==> config.mk <==
export PLATFORM = sky130hd
export DESIGN_NAME = julia_result_arbiter
export DESIGN_NICKNAME = d
export VERILOG_FILES = /design/src/rtl/julia_result_arbiter.sv
export SDC_FILE = /design/constraint.sdc
export NUM_CORES = 1
export LEC_CHECK = 0
export ABC_AREA = 1
export CAP_MARGIN = 5
export CORE_AREA = 2 2 172 174
export DETAILED_ROUTE_END_ITERATION = 8
export DIE_AREA = 0 0 174 176
export GPL_TIMING_DRIVEN = 0
export HOLD_SLACK_MARGIN = 0.05
export MAX_ROUTING_LAYER = met4
export PLACE_DENSITY = 0.82
export SETUP_SLACK_MARGIN = 0.05
export SKIP_CTS_REPAIR_TIMING = 1
export SYNTH_ARGS = -nofsm -noshare
export SYNTH_HDL_FRONTEND = slang
export SYNTH_SLANG_ARGS = --single-unit
==> constraint.sdc <==
create_clock -name clk -period 12.8 [get_ports clk]
set_input_delay 1.28 -clock clk [delete_from_list [all_inputs] [get_ports clk]]
set_output_delay 1.28 -clock clk [all_outputs]
set_load 0.05 [all_outputs]
==> src/rtl/julia_result_arbiter.sv <==
// julia_result_arbiter: round-robin collector from NUM_JULIA Julia workers into a tagged result FIFO.
// Define JULIA_ARB_STATS_EN to build the grant / full-stall counters (tied to 0 otherwise).
module julia_result_arbiter #(
    parameter int unsigned NUM_JULIA  = 8,
    parameter int unsigned ADDR_W     = 32,
    parameter int unsigned PIX_W      = 8,
    parameter int unsigned FIFO_DEPTH = 4,
    localparam int unsigned SRC_W     = (NUM_JULIA > 1) ? $clog2(NUM_JULIA) : 1
) (
    input  logic                        clk,
    input  logic                        n_rst,
    input  logic [NUM_JULIA*ADDR_W-1:0] cataddresses,
    input  logic [NUM_JULIA*PIX_W-1:0]  catpixels,
    input  logic [NUM_JULIA-1:0]        done,
    output logic [NUM_JULIA-1:0]        ack,
    output logic                        out_valid,
    input  logic                        out_ready,
    output logic [ADDR_W-1:0]           out_addr,
    output logic [PIX_W-1:0]            out_pixel,
    output logic [SRC_W-1:0]            out_src,
    output logic [31:0]                 grant_count,
    output logic [31:0]                 full_stall_count
);
    localparam int unsigned PTR_W = (FIFO_DEPTH > 1) ? $clog2(FIFO_DEPTH) : 1;
    localparam logic [SRC_W:0] NUM_JULIA_W = (SRC_W + 1)'(NUM_JULIA);

    logic [NUM_JULIA-1:0] ack_q, ack_d, req;
    logic [SRC_W-1:0]     ptr_q, ptr_d, grant_idx;
    logic [SRC_W:0]       cand;
    logic                 grant_found, can_push, push, pop, full;
    logic [PTR_W-1:0]     wr_ptr_q, rd_ptr_q;
    logic [PTR_W:0]       count_q;

    logic [ADDR_W-1:0]    addr_mem [FIFO_DEPTH];
    logic [PIX_W-1:0]     pixel_mem [FIFO_DEPTH];
    logic [SRC_W-1:0]     src_mem [FIFO_DEPTH];
    logic [ADDR_W-1:0]    last_addr_q;
    logic [PIX_W-1:0]     last_pixel_q;
    logic [SRC_W-1:0]     last_src_q;

    // A worker being acked this cycle still shows done; mask it so it is not granted twice.
    assign req       = done & ~ack_q;
    assign full      = count_q[PTR_W];
    assign out_valid = (count_q != '0);
    assign pop       = out_valid & out_ready;
    assign can_push  = ~full | pop;

    // Rotating priority search starting at ptr_q, wrapping at NUM_JULIA-1.
    always_comb begin
        grant_found = 1'b0;
        grant_idx   = '0;
        cand        = '0;
        for (int i = 0; i < int'(NUM_JULIA); i++) begin
            cand = {1'b0, ptr_q} + (SRC_W + 1)'(i);
            if (cand >= NUM_JULIA_W) begin
                cand = cand - NUM_JULIA_W;
            end
            if (!grant_found && req[cand[SRC_W-1:0]]) begin
                grant_found = 1'b1;
                grant_idx   = cand[SRC_W-1:0];
            end
        end
    end

    assign push  = grant_found & can_push;
    assign ack_d = push ? (NUM_JULIA'(1) << grant_idx) : '0;
    assign ptr_d = !push ? ptr_q :
                   (grant_idx == SRC_W'(NUM_JULIA - 1)) ? '0 : grant_idx + SRC_W'(1);

    always_ff @(posedge clk or negedge n_rst) begin
        if (!n_rst) begin
            ack_q        <= '0;
            ptr_q        <= '0;
            wr_ptr_q     <= '0;
            rd_ptr_q     <= '0;
            count_q      <= '0;
            last_addr_q  <= '0;
            last_pixel_q <= '0;
            last_src_q   <= '0;
        end else begin
            ack_q   <= ack_d;
            ptr_q   <= ptr_d;
            count_q <= count_q + {{PTR_W{1'b0}}, push} - {{PTR_W{1'b0}}, pop};
            if (push) begin
                wr_ptr_q <= wr_ptr_q + PTR_W'(1);
            end
            // Remember the popped head so the outputs hold it while the FIFO is empty.
            if (pop) begin
                rd_ptr_q     <= rd_ptr_q + PTR_W'(1);
                last_addr_q  <= addr_mem[rd_ptr_q];
                last_pixel_q <= pixel_mem[rd_ptr_q];
                last_src_q   <= src_mem[rd_ptr_q];
            end
        end
    end

    always_ff @(posedge clk) begin
        if (push) begin
            addr_mem[wr_ptr_q]  <= cataddresses[grant_idx*ADDR_W +: ADDR_W];
            pixel_mem[wr_ptr_q] <= catpixels[grant_idx*PIX_W +: PIX_W];
            src_mem[wr_ptr_q]   <= grant_idx;
        end
    end

    assign ack       = ack_q;
    assign out_addr  = out_valid ? addr_mem[rd_ptr_q] : last_addr_q;
    assign out_pixel = out_valid ? pixel_mem[rd_ptr_q] : last_pixel_q;
    assign out_src   = out_valid ? src_mem[rd_ptr_q] : last_src_q;

`ifdef JULIA_ARB_STATS_EN
    logic [31:0] grant_count_q, full_stall_count_q;

    always_ff @(posedge clk or negedge n_rst) begin
        if (!n_rst) begin
            grant_count_q      <= '0;
            full_stall_count_q <= '0;
        end else begin
            if (push) begin
                grant_count_q <= grant_count_q + 32'd1;
            end
            if (|req && !can_push) begin
                full_stall_count_q <= full_stall_count_q + 32'd1;
            end
        end
    end

    assign grant_count      = grant_count_q;
    assign full_stall_count = full_stall_count_q;
`else
    assign grant_count      = '0;
    assign full_stall_count = '0;
`endif

endmodule

==> Word-level counts from Yosys, hierarchy flattened <==
Memories as Yosys holds them, arrays and structs flattened.
Cells that the tools add are included.
{ "totals": {"ff_bits": 61, "ramBits": 172, "inputBits": 331, "out_inout_bits": 116, "word_cells": 119, "memories": 3} }
{ "mem_list": {"columns": ["name", "words", "word_bits", "read_ports", "rd_ports_with_merged_regs", "write_ports", "line_no", "source"], "rows": [
  ["addr_mem", 4, 32, 1, 0, 1, "34", "logic [ADDR_W-1:0] addr_mem [FIFO_DEPTH];"],
  ["pixel_mem", 4, 8, 1, 0, 1, "35", "logic [PIX_W-1:0] pixel_mem [FIFO_DEPTH];"],
  ["src_mem", 4, 3, 1, 0, 1, "36", "logic [SRC_W-1:0] src_mem [FIFO_DEPTH];"]
]} }
{ "op_classes": {"addsub": 20, "order_cmp": 16, "n_eq_ne": 1, "shift": 3, "muxes": 47, "bitwise": 6, "n_reduce_logical": 15} }
{ "op_table": {"columns": ["cell", "n"], "rows": [
  ["$shiftx 256x9->32", 1],
  ["$shiftx 64x7->8", 1],
  ["$mux 3", 18],
  ["$lt 3x4->1 const B", 8],
  ["$mux 32", 1],
  ["$ge 4x4->1 const B", 7],
  ["$bmux 1 s3", 8],
  ["$sub 3x1->3 const B", 8],
  ["$mux 1", 18],
  ["$add 3x3->4 const B", 4],
  ["$mux 8", 2],
  ["$add 3x2->4 const B", 2],
  ["$and 8x8->8", 1],
  ["$not 8->8", 1],
  ["$shl 1x3->8 const A", 1],
  ["$logic_and 1x1->1", 7],
  ["$logic_not 1->1", 7],
  ["$add 2x1->2 const B", 2],
  ["$add 3x1->4 const B", 1],
  ["$ge 3x4->1 const B", 1],
  ["$add 3x1->3", 1],
  ["$add 3x1->3 const B", 1],
  ["$eq 3x3->1 const B", 1],
  ["$reduce_bool 3->1", 1],
  ["4 further kinds", 5]
]} }

==> Longest topological paths before layout <==
{ "depth": {"ltp_word": 29, "ltp_mapped": 23} }

==> Worst setup path after synthesis <==
No wires, ideal clock.
{ "synth_timing": {"path_type": "input -> register", "startpoint": "input port done[2]", "endpoint": "memory addr_mem[0][0], enable pin", "setup_ps": 444, "t_arrival_ps": 4142, "required_time_ps": 12356, "setup_slack_ps": 8215, "cell_stages": 9, "path_buffers": 1, "cell_sequence": "nand3_1 nand3_1 nand2_1 o21bai_1 nor2_4 nand3_1 o21ai_1 clkbuf_1 nor2_1"} }
{ "synth_via": {"elab_chain_len": 28, "word_cells_on_any_way": 42} }
{ "synth_rtl": {"columns": ["item", "line_no", "source"], "rows": [
  ["from (decl)", "14", "input logic [NUM_JULIA-1:0] done,"],
  ["$and 8x8->8 (*)", "42", "assign req = done & ~ack_q;"],
  ["$bmux 1 s3", "58", "if (!grant_found && req[cand[SRC_W-1:0]]) begin"],
  ["$mux 1 (not written as such)", "58", null],
  ["$mux 1", "58", null],
  ["$logic_not 1->1", "58", null],
  ["$logic_and 1x1->1", "58", null],
  ["$mux 1", "58", null],
  ["$logic_not 1->1", "58", null],
  ["(+12 left out)", null, null],
  ["$logic_and 1x1->1", "58", null],
  ["$mux 1", "58", null],
  ["$logic_not 1->1", "58", null],
  ["$logic_and 1x1->1", "58", null],
  ["$mux 1 (*)", "58", null],
  ["$and 1x1->1 (*)", "65", "assign push = grant_found & can_push;"],
  ["$mux 1 (*)", "98", "if (push) begin"],
  ["$mux 1 (not written as such) (*)", "99", "addr_mem[wr_ptr_q] <= cataddresses[grant_idx*ADDR_W +: ADDR_W];"],
  ["to (decl)", "34", null]
]} }
Every way passes the cells marked *; elsewhere a longest branch is shown, timed or not. The select of a mux whose other input is x is not followed.

==> Worst setup path in the final report <==
{ "layout_timing": {"startpoint": "register count_q[1]", "endpoint": "output port out_addr[17]"} }
{ "layout_via": {"elab_chain_len": 2} }
{ "layout_rtl": {"columns": ["item", "line_no", "source"], "rows": [
  ["from (decl)", "32", "logic [PTR_W:0] count_q;"],
  ["from (signal assigned)", "83", "count_q <= count_q + {{PTR_W{1'b0}}, push} - {{PTR_W{1'b0}}, pop};"],
  ["$reduce_bool 3->1", "44", "assign out_valid = (count_q != '0);"],
  ["$mux 32", "106", "assign out_addr = out_valid ? addr_mem[rd_ptr_q] : last_addr_q;"],
  ["to (decl)", "18", "output logic [ADDR_W-1:0] out_addr,"]
]} }
Every way passes these cells.

==> qor.yml <==
setup_path:
  cp_max_fo: 10
  crit_arrival_ns: 4.04
  cp_cell_sequence: "nor3_1 -> clkbuf_1 -> clkbuf_1 -> nand2_1 -> o21ai_0 -> clkdlybuf4s50_1"
  reg2reg_to: "addr_mem[2][26]"
  endpoint: "out_addr[17]"
  cp-end-kind: "output port"
  path_buf_inv: 3
  critPathSlowestCell: "nor3_1"
  r2r_slack_ns: 8.32
  crit_top_cell: "clkbuf_1"
  reg2regPathDepth: 15
  crit_type: "reg2out"
  cpPeakStageDelay_ns: 1.05
  crit_cells: 6
  crit_path_start: "count_q[1]"
  start_kind: "flop"
  cp.required_ns: 11.52
  r2r-start: "ptr_q[1]"
  crit_family: "buffers and inverters"
cts:
  clockBufferDepth: 3
  insertion_delay_ns: 0.52
  htreeDepth: 1
  clk_pin_slew_worst_paths_ns: 0.06
  cts_tree: "done"
  cts-root-buf: "clkbuf_16"
  clock_sinks: 233
  cts_buffers: 22
finish:
  layout-drive-gt1-share_pct: 9.40
  area_growth_pct: 39.5
  fill_cells: 2324
  final_common_cell: "nand2_1"
  seq_area_um2: 6690
  final_cell_mix: "nand2_1, nand3_1, clkdlybuf4s50_1"
  multi_input_area_um2: 5920
  nets: 2447
synthesis:
  synth_xor_xnor_area_share_pct: 0.503
  syn_avg_cell_area_um2: 8.40
  synth_top_area_share_pct: 37.8
  syn_inst: 1628
  synth_seq_cells: 233
  syn_area_um2: 13700
  synth_compound_area_share_pct: 8.56
  yosys-top-cells-area: "edfxtp_1, nand3_1, nand2_1"
  synth_top_family_by_area: "simple AND/OR/NAND/NOR gates"
  muxShareOfSynthArea_pct: 0
  synth-simple-area-share_pct: 30.9
  yosys.cell_types.count: 38
  synth_fa_ha_area_share_pct: 1.43
  synth_area_leader_cell: "edfxtp_1"
  ys_warn_count: 0
  ys_seq_area_share_pct: 48.9
sta:
  max_freq_mhz: 188
  relSlewSlack_pct: 13.2
  rsz0062_at_grt: "no"
  period_share_pct: 41.5
  worstMarginPinSlew_ns: 1.29
  clock_skew_ns: 0.0256
  report.final.slew_viol_count: 0
  finalHoldViolations: 0
  fin_crit_ns: 5.32
  setup_viol: 0
  setup_tns_ns: 0
run_status:
  outcome: "finished clean"
min_path:
  holdCritPathClass: "reg2reg"
route:
  drt_iter0_drc: 1651
  drt_wl_total_mm: 57.3
  vias: 14500
  avgRoutedWirePerCell_um: 22.8
  first_pass_iters: 6
  vias_per_cell: 5.75
  drc: 0
  ant_nets: 0
run:
  max-cap-violations: 0
global_route:
  grt_pass1_wl_mm: 84.2
  grt_pass1_vias: 14000
  grt_start_max_net_pins: 62
  track_usage_pct: 37.6
  antenna_found_initial: 9
  grt_overflow: 0
floorplan:
  coreArea_um2: 28500
  rows: 62
  pin_count: 447
  die-area_um2: 30600
  die_h_um: 176
  dieWidth_um: 174
  initial_core_util_pct: 47.9
place:
  io_buffers: 382
  dp_hpwl_mm: 44.7
  gp_congestion: 1.02
==> layer usage <==
layer / up-vias / routed length [um] / global-route usage (%)
met1: 6878 / 21600 / 47.8
li1: 6497 / - / -
met5: - / 0 / -
met2: 958 / 27800 / 62.1
met4: 0 / 2120 / 12.7
met3: 117 / 5830 / 5.49
==> sequential cells by signal, indices dropped and copies added, names as in the netlist <==
name,count
addr_mem,128
rd_ptr_q,2
ptr_q,3
ack,8
wr_ptr_q,2
count_q,3
last_src_q,3
src_mem,12
last_addr_q,32
last_pixel_q,8
pixel_mem,32
==> cell type report <==
class	count	share of cell area [%]
diodes	13	0.171
well taps	384	2.52
clock buffers	34	3.40
plain buffers	191	5.99
multi-input cells	1218	31.1
flip-flops and latches	233	35.1
repair buffers	386	20.5
inverters	49	0.964
clock inverters	5	0.289
==> worst reg2reg max path, delay by kind of cell, from the launching register on <==
kind	cells	cell delay (ns)
DFF	1	0.36
and+or+nand+nor	8	1.34
buffers and inverters	5	1.74
AOI/OAI and AO/OA	1	0.27
adders and majority gates	1	0.49
==> synthesized netlist by cell type (all sizes together) <==
library cell / number
nand2: 464
nand3: 448
edfxtp: 172
buf: 145
o21ai: 95
dfrtp: 61
clkbuf: 46
inv: 46
a21oi: 43
a32o: 43
nor2: 23
ha: 14
nor3: 7
xor2: 6
clkinv: 3
nand4: 2
o21bai: 2
o22ai: 2
a21boi: 1
a31oi: 1
conb: 1
fa: 1
nand3b: 1
xnor2: 1
==> logic make-up (layout without fill, tap and decap cells) <==
kind of cell	Yosys count	count (layout)
other	1	77
DFF	233	233
adders and majority gates	15	15
xor gates and xnor gates	7	7
and+or+nand+nor	945	945
buffers and inverters	240	665
AOI/OAI and AO/OA	187	187
==> metrics by stage <==
stage          util, %  instances  instance area, um^2  hold slack (ns)  setup WS (ns)
2_1_floorplan        -       1691                13900            0.453           8.21
3_3_place_gp      63.8       2457                18200            0.466           5.90
3_5_place_dp      64.2       2461                18300            0.473           8.03
4_1_cts           66.7       2500                19000            0.489           7.52
5_1_grt           66.8       2512                19100            0.501           7.43
6_report          66.8       2513                19100            0.486           7.48
==> worst min path at each step <==
stage | startpoint | end | cells past startpoint
2_1_floorplan | last_addr_q[0] | last_addr_q[0] | 2
3_3_place_gp | last_src_q[2] | last_src_q[2] | 2
3_5_place_dp | last_pixel_q[2] | last_pixel_q[2] | 2
4_1_cts | last_addr_q[26] | last_addr_q[26] | 2
5_1_grt | last_src_q[0] | last_src_q[0] | 2
6_report | last_addr_q[26] | last_addr_q[26] | 2
Power is left out: the tool's default activity adds up to more than one toggle a clock period on the data nets, which glitch-free logic cannot reach.
